File: src/rtl/mem_arbiter.sv
// Round-robin arbiter sharing one asynchronous-read data-memory port between
// the CPU memory stage and a DMA/loader requester, using a req/ack handshake.
module mem_arbiter #(
  parameter int unsigned ADDR_WIDTH = 32,
  parameter int unsigned DATA_WIDTH = 32
) (
  input  logic                  clock,
  input  logic                  reset,
  input  logic                  cpuReq,
  input  logic                  cpuWrite,
  input  logic                  cpuByte,
  input  logic [ADDR_WIDTH-1:0] cpuAddr,
  input  logic [DATA_WIDTH-1:0] cpuWrData,
  output logic                  cpuAck,
  output logic [DATA_WIDTH-1:0] cpuRdData,
  output logic                  cpuStall,
  input  logic                  dmaReq,
  input  logic                  dmaWrite,
  input  logic                  dmaByte,
  input  logic [ADDR_WIDTH-1:0] dmaAddr,
  input  logic [DATA_WIDTH-1:0] dmaWrData,
  output logic                  dmaAck,
  output logic [DATA_WIDTH-1:0] dmaRdData,
  output logic [ADDR_WIDTH-1:0] memAddr,
  output logic [DATA_WIDTH-1:0] memWrData,
  output logic                  memWrite,
  output logic                  memStoreByte,
  input  logic [DATA_WIDTH-1:0] memRdData
);

  localparam int unsigned BYTE_W = 8;

  typedef enum logic [1:0] {
    S_IDLE = 2'd0,
    S_ACC  = 2'd1,
    S_RESP = 2'd2
  } state_e;

  typedef enum logic {
    OWN_CPU = 1'b0,
    OWN_DMA = 1'b1
  } owner_e;

  typedef struct packed {
    logic                  write;
    logic                  is_byte;
    logic [ADDR_WIDTH-1:0] addr;
    logic [DATA_WIDTH-1:0] wdata;
  } acc_t;

  state_e                state_q;
  owner_e                owner_q;
  owner_e                last_grant_q;
  acc_t                  acc_q;
  logic                  cpu_ack_q;
  logic                  dma_ack_q;
  logic [DATA_WIDTH-1:0] cpu_rd_q;
  logic [DATA_WIDTH-1:0] dma_rd_q;

  logic                  cpu_elig_d;
  logic                  dma_elig_d;
  logic                  grant_d;
  owner_e                grant_owner_d;
  acc_t                  acc_d;
  logic [DATA_WIDTH-1:0] load_data_d;

  // The port acked in RESP still shows its old request, so it sits out that cycle.
  always_comb begin
    cpu_elig_d = cpuReq;
    dma_elig_d = dmaReq;
    if (state_q == S_RESP) begin
      if (owner_q == OWN_CPU) cpu_elig_d = 1'b0;
      else                    dma_elig_d = 1'b0;
    end
  end

  // Single requester wins outright; a tie goes to the port not granted last.
  always_comb begin
    grant_d       = 1'b0;
    grant_owner_d = OWN_CPU;
    if (state_q != S_ACC) begin
      grant_d = cpu_elig_d | dma_elig_d;
      if (cpu_elig_d && dma_elig_d) begin
        grant_owner_d = (last_grant_q == OWN_CPU) ? OWN_DMA : OWN_CPU;
      end else if (dma_elig_d) begin
        grant_owner_d = OWN_DMA;
      end
    end
  end

  always_comb begin
    acc_d = '0;
    if (grant_owner_d == OWN_CPU) begin
      acc_d.write   = cpuWrite;
      acc_d.is_byte = cpuByte;
      acc_d.addr    = cpuAddr;
      acc_d.wdata   = cpuWrData;
    end else begin
      acc_d.write   = dmaWrite;
      acc_d.is_byte = dmaByte;
      acc_d.addr    = dmaAddr;
      acc_d.wdata   = dmaWrData;
    end
  end

  always_comb begin
    load_data_d = memRdData;
    if (acc_q.is_byte) load_data_d = DATA_WIDTH'(memRdData[BYTE_W-1:0]);
  end

  // Arbitration FSM; acks and read data are registered at the ACC-ending edge.
  always_ff @(posedge clock) begin
    if (!reset) begin
      state_q      <= S_IDLE;
      owner_q      <= OWN_CPU;
      last_grant_q <= OWN_DMA;
      acc_q        <= '0;
      cpu_ack_q    <= 1'b0;
      dma_ack_q    <= 1'b0;
      cpu_rd_q     <= '0;
      dma_rd_q     <= '0;
    end else begin
      cpu_ack_q <= 1'b0;
      dma_ack_q <= 1'b0;
      case (state_q)
        S_IDLE, S_RESP: begin
          if (grant_d) begin
            state_q      <= S_ACC;
            owner_q      <= grant_owner_d;
            last_grant_q <= grant_owner_d;
            acc_q        <= acc_d;
          end else begin
            state_q <= S_IDLE;
          end
        end
        S_ACC: begin
          state_q <= S_RESP;
          if (owner_q == OWN_CPU) begin
            cpu_ack_q <= 1'b1;
            if (!acc_q.write) cpu_rd_q <= load_data_d;
          end else begin
            dma_ack_q <= 1'b1;
            if (!acc_q.write) dma_rd_q <= load_data_d;
          end
        end
        default: state_q <= S_IDLE;
      endcase
    end
  end

  assign cpuAck       = cpu_ack_q;
  assign dmaAck       = dma_ack_q;
  assign cpuRdData    = cpu_rd_q;
  assign dmaRdData    = dma_rd_q;
  assign cpuStall     = cpuReq & ~cpu_ack_q;
  assign memAddr      = acc_q.addr;
  assign memWrData    = acc_q.wdata;
  // Reset low during ACC must not let the dropped access reach memory.
  assign memWrite     = (state_q == S_ACC) & acc_q.write & reset;
  assign memStoreByte = (state_q == S_ACC) & acc_q.is_byte;

endmodule

File: config.mk
export PLATFORM = sky130hd
export DESIGN_NAME = mem_arbiter
export DESIGN_NICKNAME = d
export VERILOG_FILES = /design/src/rtl/mem_arbiter.sv
export SDC_FILE = /design/constraint.sdc
export NUM_CORES = 1
export LEC_CHECK = 0
export ABC_AREA = 0
export BUFFER_PORTS_ARGS = -buffer_cell sky130_fd_sc_hd__buf_2
export CORE_AREA = 8 8 179 96
export CTS_CLUSTER_SIZE = 40
export DETAILED_ROUTE_END_ITERATION = 16
export DIE_AREA = 0 0 187 104
export PLACE_DENSITY = 0.81
export REMOVE_ABC_BUFFERS = 1
export SYNTH_ARGS = -nofsm -noshare
export SYNTH_HDL_FRONTEND = slang
export SYNTH_SLANG_ARGS = --single-unit
File: constraint.sdc
create_clock -name clock -period 1.6 [get_ports clock]
set_clock_uncertainty 0.05 [all_clocks]
set_input_delay 0.32 -clock clock [delete_from_list [all_inputs] [get_ports clock]]
set_output_delay 0.32 -clock clock [all_outputs]
set_load 0.02 [all_outputs]
Yosys cells after proc, flatten, opt, wreduce, memory -nomap -nowiden --
Index checks and enable logic that the tools add are counted. Widths: inputs -> output; s select.
Storage, ports and cells: register bits after elaboration 136, latch bits 0, memory bits (writable) 0, ROM bits 0, bits of input ports 168, output and inout bits 133, logic and storage cells 44, memories kept 0
Operators by class: add/sub/neg operators 0, $mul 0, divide/modulo/power cells 0, $lt $le $gt $ge 0, equality and inequality tests 3, shifts and indexed selects 0, muxes and demuxes 15, bitwise logic cells 8, reductions and logical operators 7
Operators by type and width (count):
- $mux 66 | 1
- $mux 32 | 1
- $mux 1 | 12
- $reduce_and 3->1 | 2
- $and 1x1->1 | 4
- $pmux 2 s2 | 1
- $reduce_and 2->1 | 2
- $not 1->1 | 3
- $eq 2x1->1 const B | 1
- $eq 2x2->1 const B | 1
- $logic_not 2->1 | 1
- $ne 2x1->1 const B | 1
- $reduce_or 2->1 | 1
- $logic_and 1x1->1 | 1
- $or 1x1->1 | 1

Depth between registers and ports, before layout --
word-level depth 6, mapped depth 7, gate-level depth less buffers 4

Least setup slack after synthesis --
Ideal clock, no wire load.
kind flip-flop to flip-flop, start reg owner_q, end reg acc_q (netlist bit memWrData[30]), library setup time 133 ps, data arrival time 1424 ps, data required time 1417 ps, setup slack -7 ps, cell stages (with the launch flop) 8, buffers on the path 3, cell sequence dfxtp_1 -> buf_2 -> and3b_1 -> or2_1 -> nor2_1 -> buf_2 -> buf_2 -> a311oi_1
Between the ends: longest elaborated chain between the ends 6
RTL lines:
- start, declared | line 52 | owner_e owner_q;
- start signal, assigned | line 129 | owner_q <= grant_owner_d;
- $mux 1 | line 72 | if (owner_q == OWN_CPU) cpu_elig_d = 1'b0;
- $mux 1 | line 71 | if (state_q == S_RESP) begin
- $mux 1 or $logic_and 1x1->1 (tied branches) | line 85, 83
- $mux 1 | line 83 | if (cpu_elig_d && dma_elig_d) begin
- $mux 1 | line 81 | if (state_q != S_ACC) begin
- $mux 66 | line 93 | if (grant_owner_d == OWN_CPU) begin
- end signal, assigned | line 117 | acc_q <= '0;
- end signal, assigned | line 131 | acc_q <= acc_d;
- end, declared | line 54 | acc_t acc_q;
Several ways; a longest one is shown, not always the timed one. A chain may end at the register's enable or synchronous reset.

Worst setup path in the final report --
start reg state_q[0], end out memWrite
Between the ends: longest elaborated chain between the ends 3
RTL lines:
- start, declared | line 51 | state_e state_q;
- start signal, assigned | line 114 | state_q <= S_IDLE;
- start signal, assigned | line 128 | state_q <= S_ACC;
- start signal, assigned | line 133 | state_q <= S_IDLE;
- $eq 2x1->1 | line 159 | assign memWrite = (state_q == S_ACC) & acc_q.write & reset;
- $and 1x1->1 (2 in a row) | line 159
- end, declared | line 26 | output logic memWrite,
No other way between the ends.

==> impl_metrics.prom <==
# TYPE chip_impl_metric gauge
chip_impl_metric{name="timing.hold.worst_path_depth",unit=""} 3
chip_impl_metric{name="starting_density_of_the_core",unit=""} 0.406
chip_impl_info{name="ys.flop_type",value="sky130_fd_sc_hd__dfxtp_1"} 1
chip_impl_metric{name="gpl.final_weighted_congestion",unit=""} 0.844
chip_impl_metric{name="ctsHtreeMaxLevel",unit=""} 4
chip_impl_metric{name="grt_overflow",unit=""} 0
chip_impl_info{name="root_buffer",value="sky130_fd_sc_hd__clkbuf_16"} 1
chip_impl_metric{name="hold-worst-slack",unit="ns"} 0.103
chip_impl_info{name="synth.top_cells.by_count",value="261 x sky130_fd_sc_hd__nand2_1, 136 x sky130_fd_sc_hd__dfxtp_1, 132 x sky130_fd_sc_hd__a21oi_1"} 1
chip_impl_metric{name="vias_in_the_first_global_route",unit=""} 6309
chip_impl_metric{name="wp_data_arrival",unit="ns"} 1.37
chip_impl_info{name="tritoncts_clock_tree",value="done"} 1
chip_impl_info{name="grt_setup_unrepaired",value="yes"} 1
chip_impl_metric{name="synth_seq_area_share",unit=""} 0.451
chip_impl_metric{name="fin_crit_sh",unit=""} 1.09
chip_impl_metric{name="layout-drive-gt1-share",unit=""} 0.495
chip_impl_metric{name="cts_hold_buffers",unit=""} 0
chip_impl_metric{name="report.final.slew_viol_count",unit=""} 0
chip_impl_metric{name="global_route_wire_length_before_repair",unit="um"} 35000
chip_impl_metric{name="grt_start_max_net_pins",unit=""} 63
chip_impl_metric{name="r2r.worst_path.cells",unit=""} 8
chip_impl_metric{name="area_growth_syn_to_layout",unit="%"} 52.1
chip_impl_info{name="synth_most_common_cell",value="sky130_fd_sc_hd__nand2_1"} 1
chip_impl_metric{name="synth-edff-count",unit=""} 0
chip_impl_metric{name="measured_slew_at_the_worst_slew_check_pin",unit="ns"} 0.365
chip_impl_info{name="crit_path_cell_trace",value="buf_6 -> nor2b_4 -> and3_4 -> buf_6"} 1
chip_impl_info{name="r2r_startpoint",value="state_q[1]"} 1
chip_impl_metric{name="clock-sinks",unit=""} 136
chip_impl_metric{name="postSynthRegisterBits",unit=""} 136
chip_impl_info{name="worstSetupStartpointType",value="flop"} 1
chip_impl_metric{name="setup_viol_count_final",unit=""} 100
chip_impl_metric{name="routed_wl",unit="um"} 24900
chip_impl_metric{name="synth.cell_area",unit="sq um"} 6030
chip_impl_metric{name="groute.usage.overall",unit=""} 0.218
chip_impl_metric{name="vias_cell",unit=""} 5.32
chip_impl_info{name="reg2reg_to",value="cpuRdData[29]"} 1
chip_impl_info{name="status",value="finished with violations"} 1
chip_impl_info{name="timing.setup.critical_path_class",value="flop to output pin"} 1
chip_impl_metric{name="drt_first_iter_violations",unit=""} 584
chip_impl_metric{name="finalWorstSetupSlack",unit="ns"} -0.136
chip_impl_metric{name="die_y",unit="um"} 104
chip_impl_metric{name="dp_hpwl",unit="um"} 15700
chip_impl_metric{name="die_w",unit="um"} 187
chip_impl_metric{name="max-vdd-ir-drop",unit="mV"} 0.601
chip_impl_metric{name="post_drt_wl_per_cell",unit="um"} 20.0
chip_impl_metric{name="yosys.area.top_type_share",unit=""} 0.451
chip_impl_metric{name="clkSlewWorstSetupHoldPaths",unit="ns"} 0.07
chip_impl_metric{name="synth_async_sr_flop_share",unit=""} 0
chip_impl_metric{name="met3RoutedLength",unit="um"} 2710
chip_impl_metric{name="worst_ep_required_time",unit="ns"} 1.23
chip_impl_metric{name="clock_path_buffers",unit=""} 2
chip_impl_metric{name="p_per_area",unit="nW/um^2"} 1140
chip_impl_metric{name="drcViolationCount",unit=""} 0
chip_impl_metric{name="ant_nets",unit=""} 0
chip_impl_metric{name="relSlewSlack",unit=""} 0.757
chip_impl_metric{name="maxClockFrequency",unit="MHz"} 576
chip_impl_metric{name="clock_latency",unit="ns"} 0.40
chip_impl_info{name="top_signal_layer_used",value="met4"} 1
chip_impl_metric{name="timing.reg2reg.setup_slack",unit="ns"} -0.11
chip_impl_metric{name="design.final.nets",unit=""} 1192
chip_impl_metric{name="io_buffer_count",unit=""} 300
chip_impl_metric{name="final_hold_viol_count",unit=""} 0
chip_impl_metric{name="critical_path_peak_fanout",unit=""} 4
chip_impl_metric{name="synth.lib_cells_used.distinct",unit=""} 26
chip_impl_metric{name="m1WireLength",unit="um"} 10600
chip_impl_metric{name="row_count",unit=""} 32
chip_impl_metric{name="syn-mean-instance-area",unit="sq um"} 7.78
chip_impl_metric{name="dr.pass1.iters",unit=""} 5
chip_impl_metric{name="routed-via-count",unit=""} 6603
chip_impl_metric{name="yosys_warnings",unit=""} 0
chip_impl_metric{name="syn_inst",unit=""} 776
chip_impl_metric{name="met2RoutedLength",unit="um"} 11300
chip_impl_info{name="synthTopCellsByArea",value="sky130_fd_sc_hd__dfxtp_1 45%, sky130_fd_sc_hd__nand2_1 16%, sky130_fd_sc_hd__a21oi_1 11%"} 1
chip_impl_info{name="crit_path_end_kind",value="output pin"} 1
chip_impl_info{name="min_delay_path_class",value="primary input to flop"} 1
chip_impl_metric{name="placeableCoreArea",unit="sq um"} 14900
chip_impl_info{name="cpMostUsedCell",value="sky130_fd_sc_hd__buf_6"} 1
chip_impl_info{name="netlist.top_cell.by_area",value="sky130_fd_sc_hd__dfxtp_1"} 1
chip_impl_metric{name="number_of_antenna_violations_at_the_first_check_in_global_routing",unit=""} 0
chip_impl_metric{name="floorplan.die_area",unit="sq um"} 19400
chip_impl_info{name="hp-start",value="memRdData[5]"} 1
chip_impl_metric{name="antenna_cells",unit=""} 0
chip_impl_metric{name="cts_buffers",unit=""} 17
chip_impl_metric{name="critical_path.max_stage_delay",unit="ns"} 0.37
chip_impl_metric{name="leakagePower",unit="uW"} 0.00418
chip_impl_metric{name="drv.max_cap_violation_count",unit=""} 0
chip_impl_info{name="holdPathEnd",value="cpuRdData[5]"} 1
chip_impl_metric{name="final.setup.tns",unit="ns"} -5.49
chip_impl_metric{name="fin_crit",unit="ns"} 1.74
chip_impl_info{name="worst_path_max_delay_cell",value="sky130_fd_sc_hd__dfxtp_4"} 1
chip_impl_metric{name="design.portCount",unit=""} 301
chip_impl_info{name="violations",value="negative setup slack"} 1
## logic make-up (layout without fill, tap and decap cells)
kind of cell / Yosys count / count (layout) / share of synthesized area
AND/OR/NAND/NOR: 307 / 307 / 0.210
AO/OA/AOI/OAI: 203 / 204 / 0.213
flip-flops: 136 / 136 / 0.451
buffers and inverters: 130 / 390 / 0.127
## worst max-delay path, delay by kind of cell, from the launching register on
family | cells | cell delay, ns
simple gates | 2 | 0.38
flops | 1 | 0.37
buf+inv | 2 | 0.21
## power breakdown
part	internal (uW)	leakage (uW)	total [uW]	switching, uW
sequential	3650	0.00112	3790	145
combinational	1100	0.00276	2630	1530
clock	2390	0.000295	4030	1650
total	7130	0.00418	10500	3330
## worst max-delay path by stage
stage | cells past startpoint | start | to | slack, ns
detailed placement | 5 | state_q[1] | memWrData[6] | -0.15
global placement | 5 | state_q[1] | memWrData[6] | -0.04
floorplan | 4 | owner_q | memAddr[0] | -1.70
finish | 4 | state_q[0] | memWrite | -0.14
global route | 4 | state_q[0] | memWrite | -0.18
CTS | 4 | state_q[0] | memWrite | -0.12
## flip-flops by register name, indices dropped and copies added (netlist names)
name	cells
acc_q	2
owner_q	1
cpuAck	1
last_grant_q	1
dmaAck	1
dmaRdData	32
memAddr	32
memWrData	32
cpuRdData	32
state_q	2
## layout by cell type, fill, tap and decap left out, types with 6 or more instances in the layout
cell type                   instances
sky130_fd_sc_hd__nand2_1          208
sky130_fd_sc_hd__buf_6              8
sky130_fd_sc_hd__a21oi_2           20
sky130_fd_sc_hd__dfxtp_1          133
sky130_fd_sc_hd__buf_4             17
sky130_fd_sc_hd__a21oi_1          112
sky130_fd_sc_hd__nand2_4           16
sky130_fd_sc_hd__a311oi_2          32
sky130_fd_sc_hd__clkbuf_16         26
sky130_fd_sc_hd__inv_6              6
sky130_fd_sc_hd__nor2b_1           25
sky130_fd_sc_hd__buf_2            298
sky130_fd_sc_hd__nand2_2           37
sky130_fd_sc_hd__buf_12            18
sky130_fd_sc_hd__a311oi_1          34
## area by class of cell
| class | instances | area, sq um |
|---|---|---|
| fillers | 1283 | 5680 |
| multi-input cells | 511 | 3150 |
| flip-flops and latches | 136 | 2730 |
| repair buffers | 357 | 2440 |
| clock buffers | 18 | 439 |
| well taps | 204 | 255 |
| clock inverters | 14 | 163 |
| inverters | 1 | 6.26 |
## what timing repair did
action	CTS	global route
endpoints found under the setup margin	127	134
gates resized for setup	29	138
gates cloned	4	15
setup buffers	7	3
pin swaps	8	30
## per-stage QoR
| step | area [sq um] | cells | power (uW) | utilization | setup WS [ns] |
|---|---|---|---|---|---|
| 3_5_place_dp | 7500 | 1183 | 5840 | 0.505 | -0.154 |
| 6_report | 9180 | 1241 | 10500 | 0.618 | -0.136 |
| 2_1_floorplan | 5270 | 647 | 4900 | - | -1.70 |
| 5_1_grt | 9180 | 1241 | 10900 | 0.618 | -0.179 |
| 4_1_cts | 8400 | 1226 | 10100 | 0.566 | -0.121 |
| 3_3_place_gp | 7500 | 1183 | 5800 | 0.505 | -0.0355 |
## metal layers
layer / track usage / vias up
met1: 0.276 / 3095
met4: 0.0440 / 0
li1: - / 3095
met3: 0.0863 / 29
met2: 0.347 / 384
met5: 0 / -
Note: power is estimated with default switching activity, not from simulation.
